==> config.mk <==
export PLATFORM = sky130hd
export DESIGN_NAME = register_file_n_bits
export DESIGN_NICKNAME = d
export VERILOG_FILES = /design/src/rtl/regfile_pkg.sv /design/src/rtl/register_n_bits.sv /design/src/rtl/register_file_n_bits.sv
export SDC_FILE = /design/constraint.sdc
export NUM_CORES = 2
export LEC_CHECK = 0
export ABC_AREA = 1
export BUFFER_PORTS_ARGS = -buffer_cell sky130_fd_sc_hd__buf_2
export CAP_MARGIN = 15
export CORE_ASPECT_RATIO = 0.9
export CORE_MARGIN = 3
export CORE_UTILIZATION = 50
export CTS_CLUSTER_DIAMETER = 80
export CTS_CLUSTER_SIZE = 30
export DETAILED_ROUTE_END_ITERATION = 8
export PLACE_DENSITY = 0.67
export SKIP_LAST_GASP = 1
export SYNTH_ARGS = -nofsm -noshare
export SYNTH_HDL_FRONTEND = slang
export SYNTH_SLANG_ARGS = --single-unit
==> constraint.sdc <==
create_clock -name clk_i -period 1.25 [get_ports clk_i]
set_input_delay 0.125 -clock clk_i [delete_from_list [all_inputs] [get_ports clk_i]]
set_output_delay 0.125 -clock clk_i [all_outputs]
set_load 0.01 [all_outputs]
==> src/rtl/regfile_pkg.sv <==
// Shared constants and types for the register file.
// The byte-lane count derives from the word width.
package regfile_pkg;

    localparam int unsigned DEFAULT_DATA_WIDTH = 32;
    localparam int unsigned DEFAULT_DEPTH      = 32;
    localparam int unsigned BYTES_PER_WORD     = DEFAULT_DATA_WIDTH / 8;

    typedef logic [7:0] byte_t;

    function automatic int unsigned bytes_per_word(input int unsigned width);
        return width / 8;
    endfunction

endpackage

==> src/rtl/register_n_bits.sv <==
// N-bit storage element with load enable.
// It clears asynchronously while the active-low reset is held.
module register_n_bits #(
    parameter int unsigned N = 8
) (
    input  logic         clk_i,
    input  logic         rst_i,
    input  logic         write_enable_i,
    input  logic [N-1:0] data_i,
    output logic [N-1:0] data_o
);

    logic [N-1:0] data_q;

    always_ff @(posedge clk_i or negedge rst_i) begin
        if (!rst_i) begin
            data_q <= '0;
        end else if (write_enable_i) begin
            data_q <= data_i;
        end
    end

    assign data_o = data_q;

endmodule

==> src/rtl/register_file_n_bits.sv <==
// Multi-entry register file: two combinational read ports and one byte-masked write port.
// Entry 0 can be hardwired to zero, and same-cycle write data can be bypassed to the reads.
module register_file_n_bits
    import regfile_pkg::*;
#(
    parameter int unsigned DATA_WIDTH = DEFAULT_DATA_WIDTH,
    parameter int unsigned DEPTH      = DEFAULT_DEPTH,
    parameter int unsigned ADDR_WIDTH = $clog2(DEPTH),
    parameter bit          ZERO_REG   = 1'b1,
    parameter bit          BYPASS     = 1'b0
) (
    input  logic                    clk_i,
    input  logic                    rst_i,
    input  logic                    write_enable_i,
    input  logic [DATA_WIDTH/8-1:0] byte_enable_i,
    input  logic [ADDR_WIDTH-1:0]   write_addr_i,
    input  logic [DATA_WIDTH-1:0]   write_data_i,
    input  logic [ADDR_WIDTH-1:0]   read_addr1_i,
    output logic [DATA_WIDTH-1:0]   read_data1_o,
    input  logic [ADDR_WIDTH-1:0]   read_addr2_i,
    output logic [DATA_WIDTH-1:0]   read_data2_o
);

    localparam int unsigned NumBytes = bytes_per_word(DATA_WIDTH);

    logic [DATA_WIDTH-1:0] entry_q [DEPTH];
    logic                  wr_active;

    // Writes are ignored while reset is held, which also keeps the bypass path quiet.
    assign wr_active = write_enable_i & rst_i;

    for (genvar e = 0; e < DEPTH; e++) begin : g_entry
        if (ZERO_REG && (e == 0)) begin : g_zero
            assign entry_q[e] = '0;
        end else begin : g_store
            logic                     addr_hit;
            byte_t [NumBytes-1:0]     bytes_q;

            assign addr_hit = wr_active && (write_addr_i == ADDR_WIDTH'(e));

            for (genvar k = 0; k < NumBytes; k++) begin : g_byte
                register_n_bits #(
                    .N (8)
                ) u_byte (
                    .clk_i          (clk_i),
                    .rst_i          (rst_i),
                    .write_enable_i (addr_hit & byte_enable_i[k]),
                    .data_i         (write_data_i[8*k +: 8]),
                    .data_o         (bytes_q[k])
                );
            end

            assign entry_q[e] = bytes_q;
        end
    end

    logic [DATA_WIDTH-1:0] merged;
    logic                  bypass_hit1;
    logic                  bypass_hit2;

    always_comb begin
        merged = entry_q[write_addr_i];
        for (int k = 0; k < NumBytes; k++) begin
            if (byte_enable_i[k]) begin
                merged[8*k +: 8] = write_data_i[8*k +: 8];
            end
        end

        // A hardwired zero entry never takes the bypass path.
        bypass_hit1 = BYPASS && wr_active && (read_addr1_i == write_addr_i)
                      && !(ZERO_REG && (read_addr1_i == '0));
        bypass_hit2 = BYPASS && wr_active && (read_addr2_i == write_addr_i)
                      && !(ZERO_REG && (read_addr2_i == '0));

        read_data1_o = bypass_hit1 ? merged : entry_q[read_addr1_i];
        read_data2_o = bypass_hit2 ? merged : entry_q[read_addr2_i];
    end

endmodule

# [Word-level counts from Yosys, hierarchy flattened]
# Index checks and enable logic that the tools add are counted.
[op_classes] magnitude_cmp=2 eq_ne=31 mux=6 bitwise=127 n_reduce_logical=31
[op_table] operator="binary-select mux 32 bit (select 5 bit)" n=2
[op_table] operator="2-to-1 mux 32 bit" n=4
[op_table] operator="AND 1 bit" n=125
[op_table] operator="== test 5 bit (second input constant)" n=16
[op_table] operator="== test 5 x 4 -> 1 bit (second input constant)" n=8
[op_table] operator="logical AND 1 bit" n=31
[op_table] operator="== test 5 x 3 -> 1 bit (second input constant)" n=4
[op_table] operator="greater-or-equal comparator 6 bit (second input constant)" n=2
[op_table] operator="NOT 5 -> 6 bit" n=2
[op_table] operator="== test 5 x 2 -> 1 bit (second input constant)" n=2
[op_table] operator="== test 5 x 1 -> 1 bit (second input constant)" n=1
[totals] regBits=992 input_bits=54 out_inout_bits=64 wordCells=321

# [Longest topological paths before layout]
[logic_depth] ltp_word=4 ltp_mapped=11 mapped_depth_nobuf=8

# [Cells and area by module]
# From an unflattened synthesis, not the netlist that was laid out.
[hier_totals] hier_cells=9381 area_unflattened_um2=59897.4
[by_module_without_submodules] module="register_n_bits" instances=124 cells_each=34 area_per_inst_um2=305.3
[by_module_without_submodules] module="register_file_n_bits" instances=1 cells_each=5165 area_per_inst_um2=22041.1

# [Least setup slack after synthesis]
# OpenSTA, ideal clock, no wires.
[synth_timing] path_type="in2out" from="in read_addr1_i[0]" to="out read_data1_o[4]" t_arrival_ps=1231 required_time_ps=1125 path_slack_ps=-106 cell_stages=11 path_cell_list="inv_1 > buf_2 > buf_2 > clkbuf_1 > nand2_1 > nand3_1 > nand3_1 > nand3_1 > nand2_1 > nand2_1 > nand2_1"
[synth_between] elab_chain_cells=4
[synth_rtl] element="from (decl)" line_no="register_file_n_bits.sv:18" rtl="input logic [ADDR_WIDTH-1:0] read_addr1_i,"
[synth_rtl] element="NOT 5 -> 6 bit (not written as such)" line_no="register_file_n_bits.sv:75" rtl="read_data1_o = bypass_hit1 ? merged : entry_q[read_addr1_i];"
[synth_rtl] element="binary-select mux 32 bit (select 5 bit)" line_no="register_file_n_bits.sv:75"
[synth_rtl] element="2-to-1 mux 32 bit (not written as such) (2 in series)" line_no="register_file_n_bits.sv:75"
[synth_rtl] element="to (decl)" line_no="register_file_n_bits.sv:19" rtl="output logic [DATA_WIDTH-1:0] read_data1_o,"
# No other way between the ends. The select of a mux whose other input is x is not followed.

# [Final worst setup path]
[layout_timing] from="reg g_entry[14].g_store.g_byte[2].u_byte.data_q[3]" to="out read_data2_o[19]"
[layout_between] elab_chain_cells=3
[layout_rtl] element="from (decl)" line_no="register_n_bits.sv:13" rtl="logic [N-1:0] data_q;"
[layout_rtl] element="from (signal assigned)" line_no="register_n_bits.sv:19" rtl="data_q <= data_i;"
[layout_rtl] element="binary-select mux 32 bit (select 5 bit)" line_no="register_file_n_bits.sv:76" rtl="read_data2_o = bypass_hit2 ? merged : entry_q[read_addr2_i];"
[layout_rtl] element="2-to-1 mux 32 bit (not written as such) (2 in series)" line_no="register_file_n_bits.sv:76"
[layout_rtl] element="to (decl)" line_no="register_file_n_bits.sv:21" rtl="output logic [DATA_WIDTH-1:0] read_data2_o"
# No other way between the ends. The select of a mux whose other input is x is not followed.

==> key figures <==
Finish
  – FF+latch area: 24,800 um2
  – Filler cells: 9,843
  – Share of cells above drive strength 1: 23.5%
  – Max reg flops: 992
  – Area growth syn-to-layout: 26.8%
  – Commonest cells after routing, fill and taps aside: 2,689 x nand2_1, 1,134 x nand3_1, 991 x dfrtp_1
  – Most common cell after layout, fill and taps aside: nand2_1
  – Nets: 8,784
  – Multi-input logic area: 30,200 um2
  – Final core utilization: 64.3%

Timing
  – Slew @ Worst Pin: 855 ps
  – Final period util: 170%
  – RSZ-0062 raised after global routing: yes
  – Slew margin rel.: 43.0%
  – Clk_skew: 0 ps
  – Period minus WS final: 2120 ps
  – Max Transition Viols Final: 0
  – Final setup vio count: 872
  – Final hold vios: 0
  – F_max: 471 MHz
  – Hold WS: 61.0 ps
  – Final worst slack: -874 ps
  – Final TNS setup: -248,650 ps

Floorplan
  – Die area: 117,000 um2
  – Chip height: 325 um
  – Area of the core: 112,000 um2
  – Die Width: 361 um
  – IO Pins: 118
  – Placement Rows: 116
  – Initial Util: 50.7%

Setup path
  – Startpoint types: flop
  – Worst-path fanout max: 2
  – Worst endpoint required time: 1120 ps
  – Critical path class: flop to output pin
  – CP endpoint kind: output pin
  – Data arrival, critical path: 2000 ps

Route
  – Vias: 60.6k
  – Avg Vias per Cell: 5.91
  – Iter 0 DRT Violations: 8,804
  – DRT Pass-1 Iters: 6
  – WL final: 221,000 um
  – ANT nets after route: 0
  – DRC: 0
  – Wire length per cell: 21.6 um

GRT
  – Vias in the first global route: 56.0k
  – First-pass GRT wire length: 335,000 um
  – Total track usage: 36.2%
  – GRT Residual Overflow: 0
  – Initial antenna violation count: 7
  – Largest net degree at the start of global routing: 137

Clock tree
  – Clk Latency, worst-skew pair: 700 ps
  – TritonCTS Sinks: 992
  – TritonCTS Buffers: 50
  – CTS Buffer Depth: 3
  – CTS tree: yes
  – Root Buffer: clkbuf_16
  – H-tree depth: 2
  – Clk slew on worst S/H paths: 110 ps

Pwr
  – P_int: 50.5 mW
  – Final Power: 76.4 mW
  – Pwr dens: 1060 nW/um2
  – Lkg Pwr: 33.9 nW
  – NetSw: 26.0 mW
  – Max VDD drop: 1.20 mV
  – Seq pwr share: 47.8%
  – Switching Share: 34.0%
  – Gate power share: 24.3%
  – Clock Power Share: 27.9%

Yosys
  – Share of the yosys chip area belonging to registers: 43.8%
  – #FFs+latches synth: 992
  – Netlist cell types: 19
  – Cell Area, Synth: 56,700 um2
  – Synth Net Count: 8,406
  – Synth Instances: 8,352
  – Syn Area/Cell: 6.78 um2
  – Yosys warns: 0

Job
  – Number of max-cap violations: 0

Status
  – Status: finished, violations left
  – Failing checks: negative setup slack

Placement
  – Detail Placement HPWL: 143,000 um
  – IO buf count: 117
  – Gpl congestion: 0.961

Hold path
  – HP Class: primary input to flop
[worst max-delay path: stages, from the launching register on]
cell	delay, ps
dfrtp_1	410
inv_2	70
nand2_1	60
nand3_2	80
nand3_2	110
nand3_2	140
nand2_2	60
nand2_2	110
nand2_2	100
buf_6	130
[stage by stage]
step	instance area [um2]	setup WS (ps)	std cells
floorplan	57000	-11.9	8352
CTS	69000	-862	10139
global placement	64200	-673	9976
global route	71800	-928	10242
finish	71800	-874	10245
detailed placement	64200	-676	9976
[path summary, 6_finish.rpt]
check	slack (ps)	startpoint	end	cells after the start
worst max-delay path	-870	g_entry[14].g_store.g_byte[2].u_byte.data_o[3]$_DFFE_PN0P_	read_data2_o[19]	9
worst min-delay path	60	byte_enable_i[2]	g_entry[3].g_store.g_byte[2].u_byte.data_o[7]$_DFFE_PN0P_	5
worst max register to register	180	g_entry[15].g_store.g_byte[3].u_byte.data_o[4]$_DFFE_PN0P_	g_entry[15].g_store.g_byte[3].u_byte.data_o[4]$_DFFE_PN0P_	5
worst min register to register	490	g_entry[6].g_store.g_byte[3].u_byte.data_o[6]$_DFFE_PN0P_	g_entry[6].g_store.g_byte[3].u_byte.data_o[6]$_DFFE_PN0P_	2
max in group asynchronous	-480	rst_i	g_entry[27].g_store.g_byte[2].u_byte.data_o[3]$_DFFE_PN0P_	5
min in group asynchronous	160	rst_i	g_entry[29].g_store.g_byte[0].u_byte.data_o[4]$_DFFE_PN0P_	3
[power groups by stage]
stage          logic [mW]  registers, mW  clock network, mW
6_report             18.6           36.5               21.3
5_1_grt              20.2           36.8               22.7
4_1_cts              16.9           36.4               21.6
3_5_place_dp         15.5           37.0                  0
3_3_place_gp         15.2           36.9                  0
2_1_floorplan        8.89           36.5                  0
[routing by layer]
| layer | part of all wire, % | wire length, um | vias up | track usage, % |
|---|---|---|---|---|
| met3 | 12 | 25700 | 693 | 8.02 |
| met2 | 43 | 95600 | 3722 | 54.5 |
| met5 | 0.019 | 43 | - | 0 |
| met1 | 40 | 89200 | 28586 | 50.5 |
| li1 | - | - | 27571 | - |
| met4 | 4.7 | 10400 | 6 | 15.3 |
[logic make-up after synthesis]
| family | synth area share, % |
|---|---|
| and+or+nand+nor | 35.1 |
| DFF | 43.8 |
| AOI/OAI and AO/OA | 11.0 |
| buffers and inverters | 10.1 |
[timing repair]
item                                    CTS  global route
setup buffers                            41           103
hold buffers                             33             1
endpoints found under the hold margin  1248           196
setup endpoints to repair                64           879
pin swaps                               265           301
resized for setup                       607           586
[Yosys cell counts]
cell	instances	area (um2)
nor2_4	9	101
inv_1	747	2800
nor2_1	112	420
buf_2	251	1260
nor2_2	11	68.8
nand2_2	1	6.26
or2_4	1	8.76
buf_6	19	214
inv_2	2	7.51
dfrtp_1	992	24800
o21ai_0	953	4770
buf_4	4	30.0
a21oi_1	256	1280
nand2_1	2927	11000
nand3_1	1652	8270
clkbuf_1	314	1180
o21ai_1	39	195
clkinv_1	2	7.51
buf_1	60	225
[final cells by class]
class | instances | area share (%)
multi-input combinational | 5961 | 42.1
clock buffer | 55 | 1.88
tap | 1475 | 2.57
antenna | 3 | 0.0105
timing repair buffer | 974 | 14.3
inverter | 751 | 3.97
sequential | 992 | 34.6
clock inverter | 34 | 0.592
Note: power is estimated with default switching activity, not from simulation.
